**src/rtl/sctag_pcx_iq_ctl_pkg.sv**
```systemverilog
// Shared constants for the PCX->sctag input queue: packet width and the
// layout of a buffered FIFO entry ({atm, payload}, atm flag in the MSB).
package sctag_pcx_iq_ctl_pkg;

    localparam int PCX_WIDTH  = 164;
    localparam int IQ_ENT_W   = PCX_WIDTH + 1;
    localparam int IQ_ATM_BIT = IQ_ENT_W - 1;

    // Head is issuable unless it is the first half of an atomic pair whose
    // partner has not been buffered yet.
    function automatic logic iq_issuable(input logic has_one,
                                         input logic has_two,
                                         input logic head_atm);
        return has_one & (~head_atm | has_two);
    endfunction

endpackage

```
**src/rtl/sctag_iq_fifo.sv**
```systemverilog
// Small flop-array FIFO: storage, read/write pointers and occupancy count.
// Data storage has no reset; the count and pointers define validity.
// The read port is combinational from the head entry.
module sctag_iq_fifo #(
    parameter int DEPTH = 4,
    parameter int W     = 165,
    parameter int CW    = $clog2(DEPTH + 1)
) (
    input  logic          clk,
    input  logic          reset,
    input  logic          wr_en,
    input  logic [W-1:0]  wr_data,
    input  logic          rd_en,
    output logic [W-1:0]  rd_data,
    output logic [CW-1:0] cnt
);

    localparam int AW = $clog2(DEPTH);

    logic [W-1:0]  mem_q [DEPTH];
    logic [AW-1:0] wr_ptr_q;
    logic [AW-1:0] rd_ptr_q;
    logic [CW-1:0] cnt_q;
    logic [CW-1:0] cnt_d;

    // Per-entry write enable decoded from the tail pointer.
    generate
        for (genvar gi = 0; gi < DEPTH; gi++) begin : g_entry
            // Capture the incoming entry when this slot is the tail.
            always_ff @(posedge clk) begin
                if (wr_en && (wr_ptr_q == AW'(gi))) begin
                    mem_q[gi] <= wr_data;
                end
            end
        end
    endgenerate

    // Occupancy follows writes and pops; simultaneous ones cancel.
    always_comb begin
        cnt_d = cnt_q + CW'(wr_en) - CW'(rd_en);
    end

    // Pointers wrap naturally at DEPTH (power of two).
    always_ff @(posedge clk) begin
        if (reset) begin
            wr_ptr_q <= '0;
            rd_ptr_q <= '0;
            cnt_q    <= '0;
        end else begin
            if (wr_en) wr_ptr_q <= wr_ptr_q + AW'(1);
            if (rd_en) rd_ptr_q <= rd_ptr_q + AW'(1);
            cnt_q <= cnt_d;
        end
    end

    assign rd_data = mem_q[rd_ptr_q];
    assign cnt     = cnt_q;

endmodule

```
**src/rtl/sctag_pcx_iq_ctl.sv**
```systemverilog
// Input-queue controller for PCX->sctag packets. Stages the px1 strobes,
// writes px2 packets into a small FIFO, issues the head to the pipe arbiter
// (holding an atomic first half until its partner is buffered), and drives
// a registered stall back to the PCX with skid margin.
module sctag_pcx_iq_ctl
    import sctag_pcx_iq_ctl_pkg::*;
#(
    parameter int DEPTH = 4,
    parameter int SKID  = 2,
    parameter int PW    = PCX_WIDTH,
    parameter int CW    = $clog2(DEPTH + 1)
) (
    input  logic          rclk,
    input  logic          reset,
    input  logic          pcx_sctag_data_rdy_px1,
    input  logic          pcx_sctag_atm_px1,
    input  logic [PW-1:0] pcx_sctag_data_px2,
    input  logic          arb_iq_grant,
    output logic          sctag_pcx_stall_pq,
    output logic          iq_arb_vld,
    output logic          iq_arb_atm,
    output logic [PW-1:0] iq_arb_pkt,
    output logic [CW-1:0] iq_cnt,
    output logic          iq_ovfl_err
);

    localparam int EW = PW + 1;

    logic          rdy_px2_q;
    logic          atm_px2_q;
    logic          stall_q;
    logic          ovfl_err_q;

    logic [EW-1:0] head_ent;
    logic          head_atm;
    logic [CW-1:0] cnt;
    logic          vld;
    logic          pop;
    logic          wr_acc;
    logic [CW-1:0] cnt_nxt;

    sctag_iq_fifo #(
        .DEPTH (DEPTH),
        .W     (EW),
        .CW    (CW)
    ) u_fifo (
        .clk     (rclk),
        .reset   (reset),
        .wr_en   (wr_acc),
        .wr_data ({atm_px2_q, pcx_sctag_data_px2}),
        .rd_en   (pop),
        .rd_data (head_ent),
        .cnt     (cnt)
    );

    // Issue rule, pop and accept/drop decision for the px2 packet.
    always_comb begin
        head_atm = head_ent[EW-1];
        vld      = iq_issuable(cnt != '0, cnt >= CW'(2), head_atm);
        pop      = arb_iq_grant & vld;
        // A full queue still accepts when the head leaves in the same cycle.
        wr_acc   = rdy_px2_q & ((cnt < CW'(DEPTH)) | pop);
        cnt_nxt  = cnt + CW'(wr_acc) - CW'(pop);
    end

    // px1->px2 staging, registered stall and sticky overflow error.
    always_ff @(posedge rclk) begin
        if (reset) begin
            rdy_px2_q  <= 1'b0;
            atm_px2_q  <= 1'b0;
            stall_q    <= 1'b0;
            ovfl_err_q <= 1'b0;
        end else begin
            rdy_px2_q <= pcx_sctag_data_rdy_px1;
            atm_px2_q <= pcx_sctag_data_rdy_px1 & pcx_sctag_atm_px1;
            stall_q   <= (cnt_nxt >= CW'(DEPTH - SKID));
            if (rdy_px2_q && !wr_acc) begin
                ovfl_err_q <= 1'b1;
            end
        end
    end

    assign sctag_pcx_stall_pq = stall_q;
    assign iq_arb_vld         = vld;
    assign iq_arb_atm         = vld & head_atm;
    assign iq_arb_pkt         = head_ent[PW-1:0];
    assign iq_cnt             = cnt;
    assign iq_ovfl_err        = ovfl_err_q;

endmodule

```
**config.mk**
```make
export PLATFORM = sky130hd
export DESIGN_NAME = sctag_pcx_iq_ctl
export DESIGN_NICKNAME = d
export VERILOG_FILES = /design/src/rtl/sctag_pcx_iq_ctl_pkg.sv /design/src/rtl/sctag_iq_fifo.sv /design/src/rtl/sctag_pcx_iq_ctl.sv
export SDC_FILE = /design/constraint.sdc
export NUM_CORES = 1
export LEC_CHECK = 0
export CAP_MARGIN = 20
export CORE_MARGIN = 2
export CORE_UTILIZATION = 30
export CTS_CLUSTER_SIZE = 40
export DETAILED_ROUTE_END_ITERATION = 10
export DONT_BUFFER_PORTS = 1
export GPL_TIMING_DRIVEN = 1
export PLACE_DENSITY = 0.49
export SYNTH_ARGS = -nofsm -noshare
export SYNTH_HDL_FRONTEND = slang
export SYNTH_SLANG_ARGS = --single-unit
```
**constraint.sdc**
```tcl
create_clock -name rclk -period 7.5 [get_ports rclk]
set_input_delay 1.5 -clock rclk [delete_from_list [all_inputs] [get_ports rclk]]
set_output_delay 1.5 -clock rclk [all_outputs]
set_load 0.05 [all_outputs]
```
==> flow_metrics.py, run 1 <==
metrics = {
    "yosys": {
        "avgSynthCellArea_sq_um": 26.2,
        "synth_area_sq_um": 24500,
        "yosysSeqAreaShare_pct": 82.1,
        "yosysTopAreaCell": "edfxtp_1",
        "synth_seq_cells": 673,
        "synth.area.top_cells": "edfxtp_1 (81%), mux4_2 (15%), dfxtp_1 (1.1%), buf_4 (0.46%), ha_1 (0.36%)",
        "netlist_instances": 933,
        "ys_types": 28,
        "synth_fp_nets": 1110,
        "yosysTopAreaCellShare_pct": 81.0,
        "yosys_warnings": 0,
    },
    "pwr": {
        "power_switching_w": 0.00308,
        "combPwrFrac_pct": 21.0,
        "ir_drop_uv": 219,
        "leakage_nw": 8.36,
        "powerDensity_nw_per_um2": 355,
        "p_total_w": 0.00997,
        "p_int_w": 0.00689,
        "switching_share_pct": 30.9,
        "seq_power_share_pct": 44.1,
        "p_clk_share_pct": 34.9,
    },
    "cts": {
        "cts_resized": 0,
        "clkTransAtPathRegs_ns": 0.06,
        "cts_root_buf": "clkbuf_16",
        "postCtsSetupBuffers": 0,
        "cts_tree": "built",
        "cts_buffers": 75,
        "cts.sinks": 673,
        "cts_max_path_buffers": 3,
        "clk_latency_ns": 0.61,
        "hold_buffers": 0,
        "htreeDepth": 3,
    },
    "route": {
        "drtPass1Iterations": 6,
        "viasPerCell": 4.61,
        "vias": 9683,
        "drc": 0,
        "drtAntennaViolNets": 0,
        "wire_per_inst_microns": 23.9,
        "drt_iter0_markers": 581,
        "routed_wl_microns": 50100,
    },
    "timing": {
        "finClkSkew_ns": 0.0271,
        "rsz0062_at_grt": "no",
        "tightestPinTransition_ns": 1.03,
        "min_period_ns": 4.48,
        "fmax_mhz": 223,
        "setup_viol": 0,
        "finalCritPeriodShare_pct": 59.8,
        "finalHoldViolations": 0,
        "fin_setup_tns_ns": 0,
        "slew_violations": 0,
        "slew-limit-headroom_pct": 31.4,
    },
    "job": {
        "cap_violations": 0,
    },
    "setup_path": {
        "crit_buf_inv": 2,
        "crit_arrival_ns": 2.98,
        "worst_setup_path_start_kind": "flip-flop",
        "cpPeakStageDelay_ns": 0.77,
        "worstRegToRegCells": 5,
        "required_ns": 6.00,
        "path_max_fanout": 59,
        "slowest_stage": "mux4_2",
        "critical_path.endpoint": "iq_arb_pkt[109]",
        "cpMostUsedCell": "buf_12",
        "worstReg2RegEnd": "u_fifo.mem_q[0][133]",
        "critPathTopFamily": "buffers and inverters",
        "criticalPathCategory": "reg2out",
        "ff2ff_setup_slack_ns": 3.60,
        "path_depth": 3,
        "cp_cell_sequence": "buf_12, buf_12, mux4_2",
        "worst_setup_path_end_kind": "output pin",
    },
    "floorplan": {
        "die_height_microns": 290,
        "die-area_sq_um": 83800,
        "rows": 104,
        "core_sq_um": 80700,
        "die_w_microns": 290,
        "pin_count": 340,
        "start_util_pct": 30.3,
    },
    "grt": {
        "antenna_found_initial": 0,
        "grt_pass1_vias": 10500,
        "grt_max_degree": 123,
        "grt_overflow": 0,
        "track_usage_pct": 11.8,
        "grt_pass1_wl_microns": 71200,
    },
    "placement": {
        "routabilityCongestion": 0.683,
        "io_buffers": 0,
        "dp_hpwl_microns": 28200,
    },
    "finish": {
        "fin_nets": 1160,
        "utilization_pct": 34.8,
        "syn2layout_area_growth_pct": 14.9,
        "drive_gt1_share_pct": 27.9,
        "diodes": 0,
        "n_fill_cell": 7484,
    },
    "status": {
        "status": "completed",
    },
    "hold_path": {
        "hold_class": "reg2reg",
    },
}
==> tightest hold or removal path, stage by stage, from the launching register on <==
cell and delay [ns]:
dfxtp_1 0.31, nand3b_1 0.07, o22ai_1 0.06
==> cell usage after synthesis <==
| library cell | number |
|---|---|
| o22ai_1 | 1 |
| nand2b_1 | 3 |
| or2_2 | 1 |
| dfxtp_1 | 13 |
| nand3b_1 | 1 |
| and2_1 | 5 |
| o221ai_2 | 2 |
| buf_1 | 9 |
| ha_1 | 7 |
| a21oi_1 | 1 |
| nand2_1 | 3 |
| buf_6 | 1 |
| nor2b_1 | 6 |
| edfxtp_1 | 660 |
| or2_1 | 2 |
| xor2_1 | 1 |
| mux2i_1 | 1 |
| buf_2 | 11 |
| fa_1 | 1 |
| mux2i_2 | 2 |
| inv_1 | 8 |
| nor2_1 | 5 |
| mux4_2 | 164 |
| a221oi_1 | 1 |
| buf_4 | 15 |
| mux2_1 | 4 |
| clkbuf_1 | 3 |
| a21boi_4 | 2 |
==> power by group through the flow <==
stage | Combinational, W | Clock (W) | Sequential, W
after global placement | 0.00215 | 0 | 0.00447
after CTS | 0.00215 | 0.00362 | 0.00440
final | 0.00209 | 0.00348 | 0.00439
after floorplan | 0.00190 | 0 | 0.00444
after detailed placement | 0.00215 | 0 | 0.00448
after global routing | 0.00220 | 0.00375 | 0.00441
==> state kept, by name (all words and copies together), names as in the netlist, named ones only <==
register            flops
sctag_pcx_stall_pq      1
u_fifo.mem_q          660
u_fifo.wr_ptr_q         2
atm_px2_q               1
u_fifo.cnt              3
iq_ovfl_err             1
u_fifo.rd_ptr_q         2
rdy_px2_q               1
==> cell families after synthesis <==
family                     Yosys count  synth area share [%]
muxes                              171                  15.4
adders and majority gates            8                 0.440
xor gates and xnor gates             1                0.0358
DFF                                673                  82.1
buffers and inverters               47                  1.04
and+or+nand+nor                     26                 0.588
AOI/OAI and AO/OA                    7                 0.358
==> worst min-delay path by stage <==
stage	start	endpoint	slack [ns]	cells after the start
after global placement	atm_px2_q	u_fifo.mem_q[1][164]	0.45	0
after CTS	rdy_px2_q	iq_ovfl_err	0.49	2
after floorplan	atm_px2_q	u_fifo.mem_q[0][164]	0.44	0
final	rdy_px2_q	iq_ovfl_err	0.49	2
after global routing	atm_px2_q	u_fifo.mem_q[3][164]	0.51	0
after detailed placement	rdy_px2_q	iq_ovfl_err	0.48	2
==> routing by layer <==
metal	track usage, %	up-vias	routed length (microns)
met1	13.7	5179	18700
li1	-	4122	-
met5	0	-	0
met4	4.32	0	1450
met2	19.1	303	24600
met3	5.37	79	5320
==> area by class of cell <==
type                    count  area (sq um)  area share [%]
flip-flops and latches    673         20100            71.5
well taps                1060          1330            4.72
multi-input cells         213          4130            14.7
clock inverters            38           337            1.20
repair buffers             12           178           0.632
clock buffers              96          2020            7.18
inverters                   8          30.0           0.107
==> stage by stage <==
| step | std cells | hold slack (ns) | worst slack (ns) | cell area (sq um) |
|---|---|---|---|---|
| global route | 2100 | 0.511 | 2.74 | 28100 |
| finish | 2100 | 0.487 | 3.02 | 28100 |
| global placement | 1966 | 0.445 | 3.53 | 25800 |
| detailed placement | 1966 | 0.479 | 3.50 | 25800 |
| CTS | 2100 | 0.493 | 2.83 | 28100 |
| floorplan | 933 | 0.438 | 1.31 | 24500 |
==> cells in the final DEF (no fill, tap or decap), types with 5 or more instances in the layout <==
| master | count |
|---|---|
| edfxtp_1 | 660 |
| mux4_2 | 164 |
| clkbuf_16 | 78 |
| clkbuf_1 | 18 |
| clkinv_1 | 15 |
| dfxtp_1 | 11 |
| inv_1 | 8 |
| ha_1 | 7 |
| buf_12 | 7 |
| nor2b_1 | 6 |
| clkinv_2 | 6 |
| nor2_1 | 5 |
| clkinvlp_4 | 5 |
| buf_4 | 5 |
(Power assumes the default switching activity.)
==> run 2: changes to the inputs <==
clock period = 4.6 ns   (was 7.5 ns; I/O delays follow)
==> flow_metrics.py, run 2 (same netlist as run 1, synthesis figures left out) <==
metrics = {
    "cts": {
        "htreeDepth": 3,
        "postCtsSetupBuffers": 0,
        "clkTransAtPathRegs_ns": 0.06,
        "cts_tree": "built",
        "cts_buffers": 73,
        "clk_latency_ns": 0.61,
        "cts_root_buf": "clkbuf_16",
        "hold_buffers": 0,
        "cts_resized": 0,
        "cts.sinks": 673,
        "cts_max_path_buffers": 3,
    },
    "floorplan": {
        "die_height_microns": 290,
        "die-area_sq_um": 83800,
        "core_sq_um": 80700,
        "rows": 104,
        "pin_count": 340,
        "die_w_microns": 290,
        "start_util_pct": 30.3,
    },
    "timing": {
        "rsz0062_at_grt": "no",
        "setup_slack_ns": 0.996,
        "finalHoldViolations": 0,
        "tightestPinTransition_ns": 0.984,
        "setup_viol": 0,
        "slew_violations": 0,
        "hold_ws_ns": 0.401,
        "finalCritPeriodShare_pct": 78.3,
        "fin_setup_tns_ns": 0,
        "fmax_mhz": 277,
        "finClkSkew_ns": 0.0211,
        "slew-limit-headroom_pct": 34.4,
        "min_period_ns": 3.60,
    },
    "grt": {
        "grt_max_degree": 91,
        "grt_pass1_wl_microns": 71700,
        "antenna_found_initial": 0,
        "track_usage_pct": 11.7,
        "grt_pass1_vias": 10500,
        "grt_overflow": 0,
    },
    "pwr": {
        "switching_share_pct": 30.9,
        "p_clk_share_pct": 34.1,
        "combPwrFrac_pct": 21.7,
        "power_switching_w": 0.00500,
        "p_int_w": 0.0112,
        "seq_power_share_pct": 44.3,
        "ir_drop_uv": 297,
        "powerDensity_nw_per_um2": 571,
        "leakage_nw": 8.50,
    },
    "setup_path": {
        "worstRegToRegCells": 13,
        "worst_setup_path_end_kind": "output pin",
        "worst_setup_path_start_kind": "flip-flop",
        "crit_buf_inv": 2,
        "worstReg2RegEnd": "sctag_pcx_stall_pq",
        "slowest_stage": "dfxtp_1",
        "crit_arrival_ns": 2.68,
        "cpPeakStageDelay_ns": 0.80,
        "path_max_fanout": 5,
        "cp_cell_sequence": "inv_1, ha_1, nand2b_1, o221ai_2, a221oi_1, buf_4",
        "critPathTopFamily": "flip-flops",
        "criticalPathCategory": "reg2out",
        "ff2ff_setup_slack_ns": 1.38,
        "required_ns": 3.68,
        "r2r-start": "u_fifo.cnt[2]",
    },
    "route": {
        "wl_met3_microns": 5530,
        "routed_wl_microns": 50200,
        "drtPass1Iterations": 4,
        "top_layer": "met4",
        "vias": 9780,
        "wl_met2_microns": 24100,
        "viasPerCell": 4.61,
        "drtAntennaViolNets": 0,
        "wire_per_inst_microns": 23.7,
        "drt_iter0_markers": 479,
        "wl_met1_microns": 19400,
        "drc": 0,
    },
    "finish": {
        "drive_gt1_share_pct": 29.5,
        "largest-register": "u_fifo.mem_q",
        "multi_input_area_sq_um": 4130,
        "fin_nets": 1186,
        "final-seq-area_sq_um": 20100,
        "finalNonFillerCells": 2121,
        "n_fill_cell": 7405,
        "utilization_pct": 35.1,
        "final_common_cell": "edfxtp_1",
        "largest_reg_flops": 660,
        "syn2layout_area_growth_pct": 15.9,
        "final_cell_mix": "edfxtp_1 (660), mux4_2 (164), clkbuf_16 (75), buf_4 (26), clkinv_1 (22)",
        "diodes": 0,
    },
    "hold_path": {
        "hold_class": "in2reg",
        "hold-path-cell-count": 1,
        "hold_path_end": "u_fifo.cnt[0]",
        "worstHoldStart": "reset",
    },
    "placement": {
        "io_buffers": 0,
        "dp_hpwl_microns": 30400,
        "placed_cells": 1994,
        "dp_worst_setup_slack_ns": 1.36,
        "routabilityCongestion": 0.707,
    },
    "job": {
        "cap_violations": 0,
    },
    "status": {
        "status": "completed",
    },
}
==> run 2: cell types whose count changed in the layout (fill, tap and decap cells not counted), moves of 2 or more <==
cell       delta
buf_12        +7
buf_4        +21
clkbuf_1      -9
clkbuf_16     -3
clkbuf_8      +2
clkinv_1      +7
clkinv_8      -2
inv_6         -3
==> run 2: power groups by stage <==
stage                     logic (W)  registers, W  clock network (W)
after CTS                   0.00359       0.00718            0.00571
after floorplan             0.00309       0.00722                  0
final                       0.00351       0.00716            0.00552
after global placement      0.00359       0.00730                  0
after global routing        0.00368       0.00720            0.00595
after detailed placement    0.00358       0.00731                  0
==> run 2: area by class of cell <==
cell class | count | share of cell area, %
multi-input cells | 213 | 14.6
clock inverters | 41 | 1.23
inverters | 8 | 0.106
well taps | 1060 | 4.68
flip-flops and latches | 673 | 70.9
clock buffers | 86 | 6.84
repair buffers | 40 | 1.68
==> run 2: worst max path at each step <==
| stage | startpoint | endpoint | slack [ns] | depth (start not counted) |
|---|---|---|---|---|
| 2_1_floorplan | u_fifo.cnt[1] | u_fifo.mem_q[0][0] | 0.61 | 6 |
| 3_3_place_gp | u_fifo.cnt[2] | u_fifo.mem_q[1][42] | 1.38 | 7 |
| 3_5_place_dp | u_fifo.cnt[2] | u_fifo.mem_q[1][88] | 1.36 | 7 |
| 6_report | u_fifo.cnt[2] | iq_arb_atm | 1.0 | 6 |
| 5_1_grt | u_fifo.cnt[2] | iq_arb_atm | 0.78 | 6 |
| 4_1_cts | flip-flop | iq_arb_pkt[109] | 0.93 | 2 |
==> run 2: layer usage <==
| layer | vias up | GRT usage, % |
|---|---|---|
| li1 | 4180 | - |
| met1 | 5195 | 13.8 |
| met2 | 323 | 18.8 |
| met3 | 82 | 5.60 |
| met4 | 0 | 4.18 |
| met5 | - | 0 |
==> run 2: per-stage QoR <==
step / instance area (sq um) / total power (W)
floorplan: 24500 / 0.0103
CTS: 28300 / 0.0165
global route: 28300 / 0.0168
global placement: 26100 / 0.0109
detailed placement: 26100 / 0.0109
finish: 28300 / 0.0162
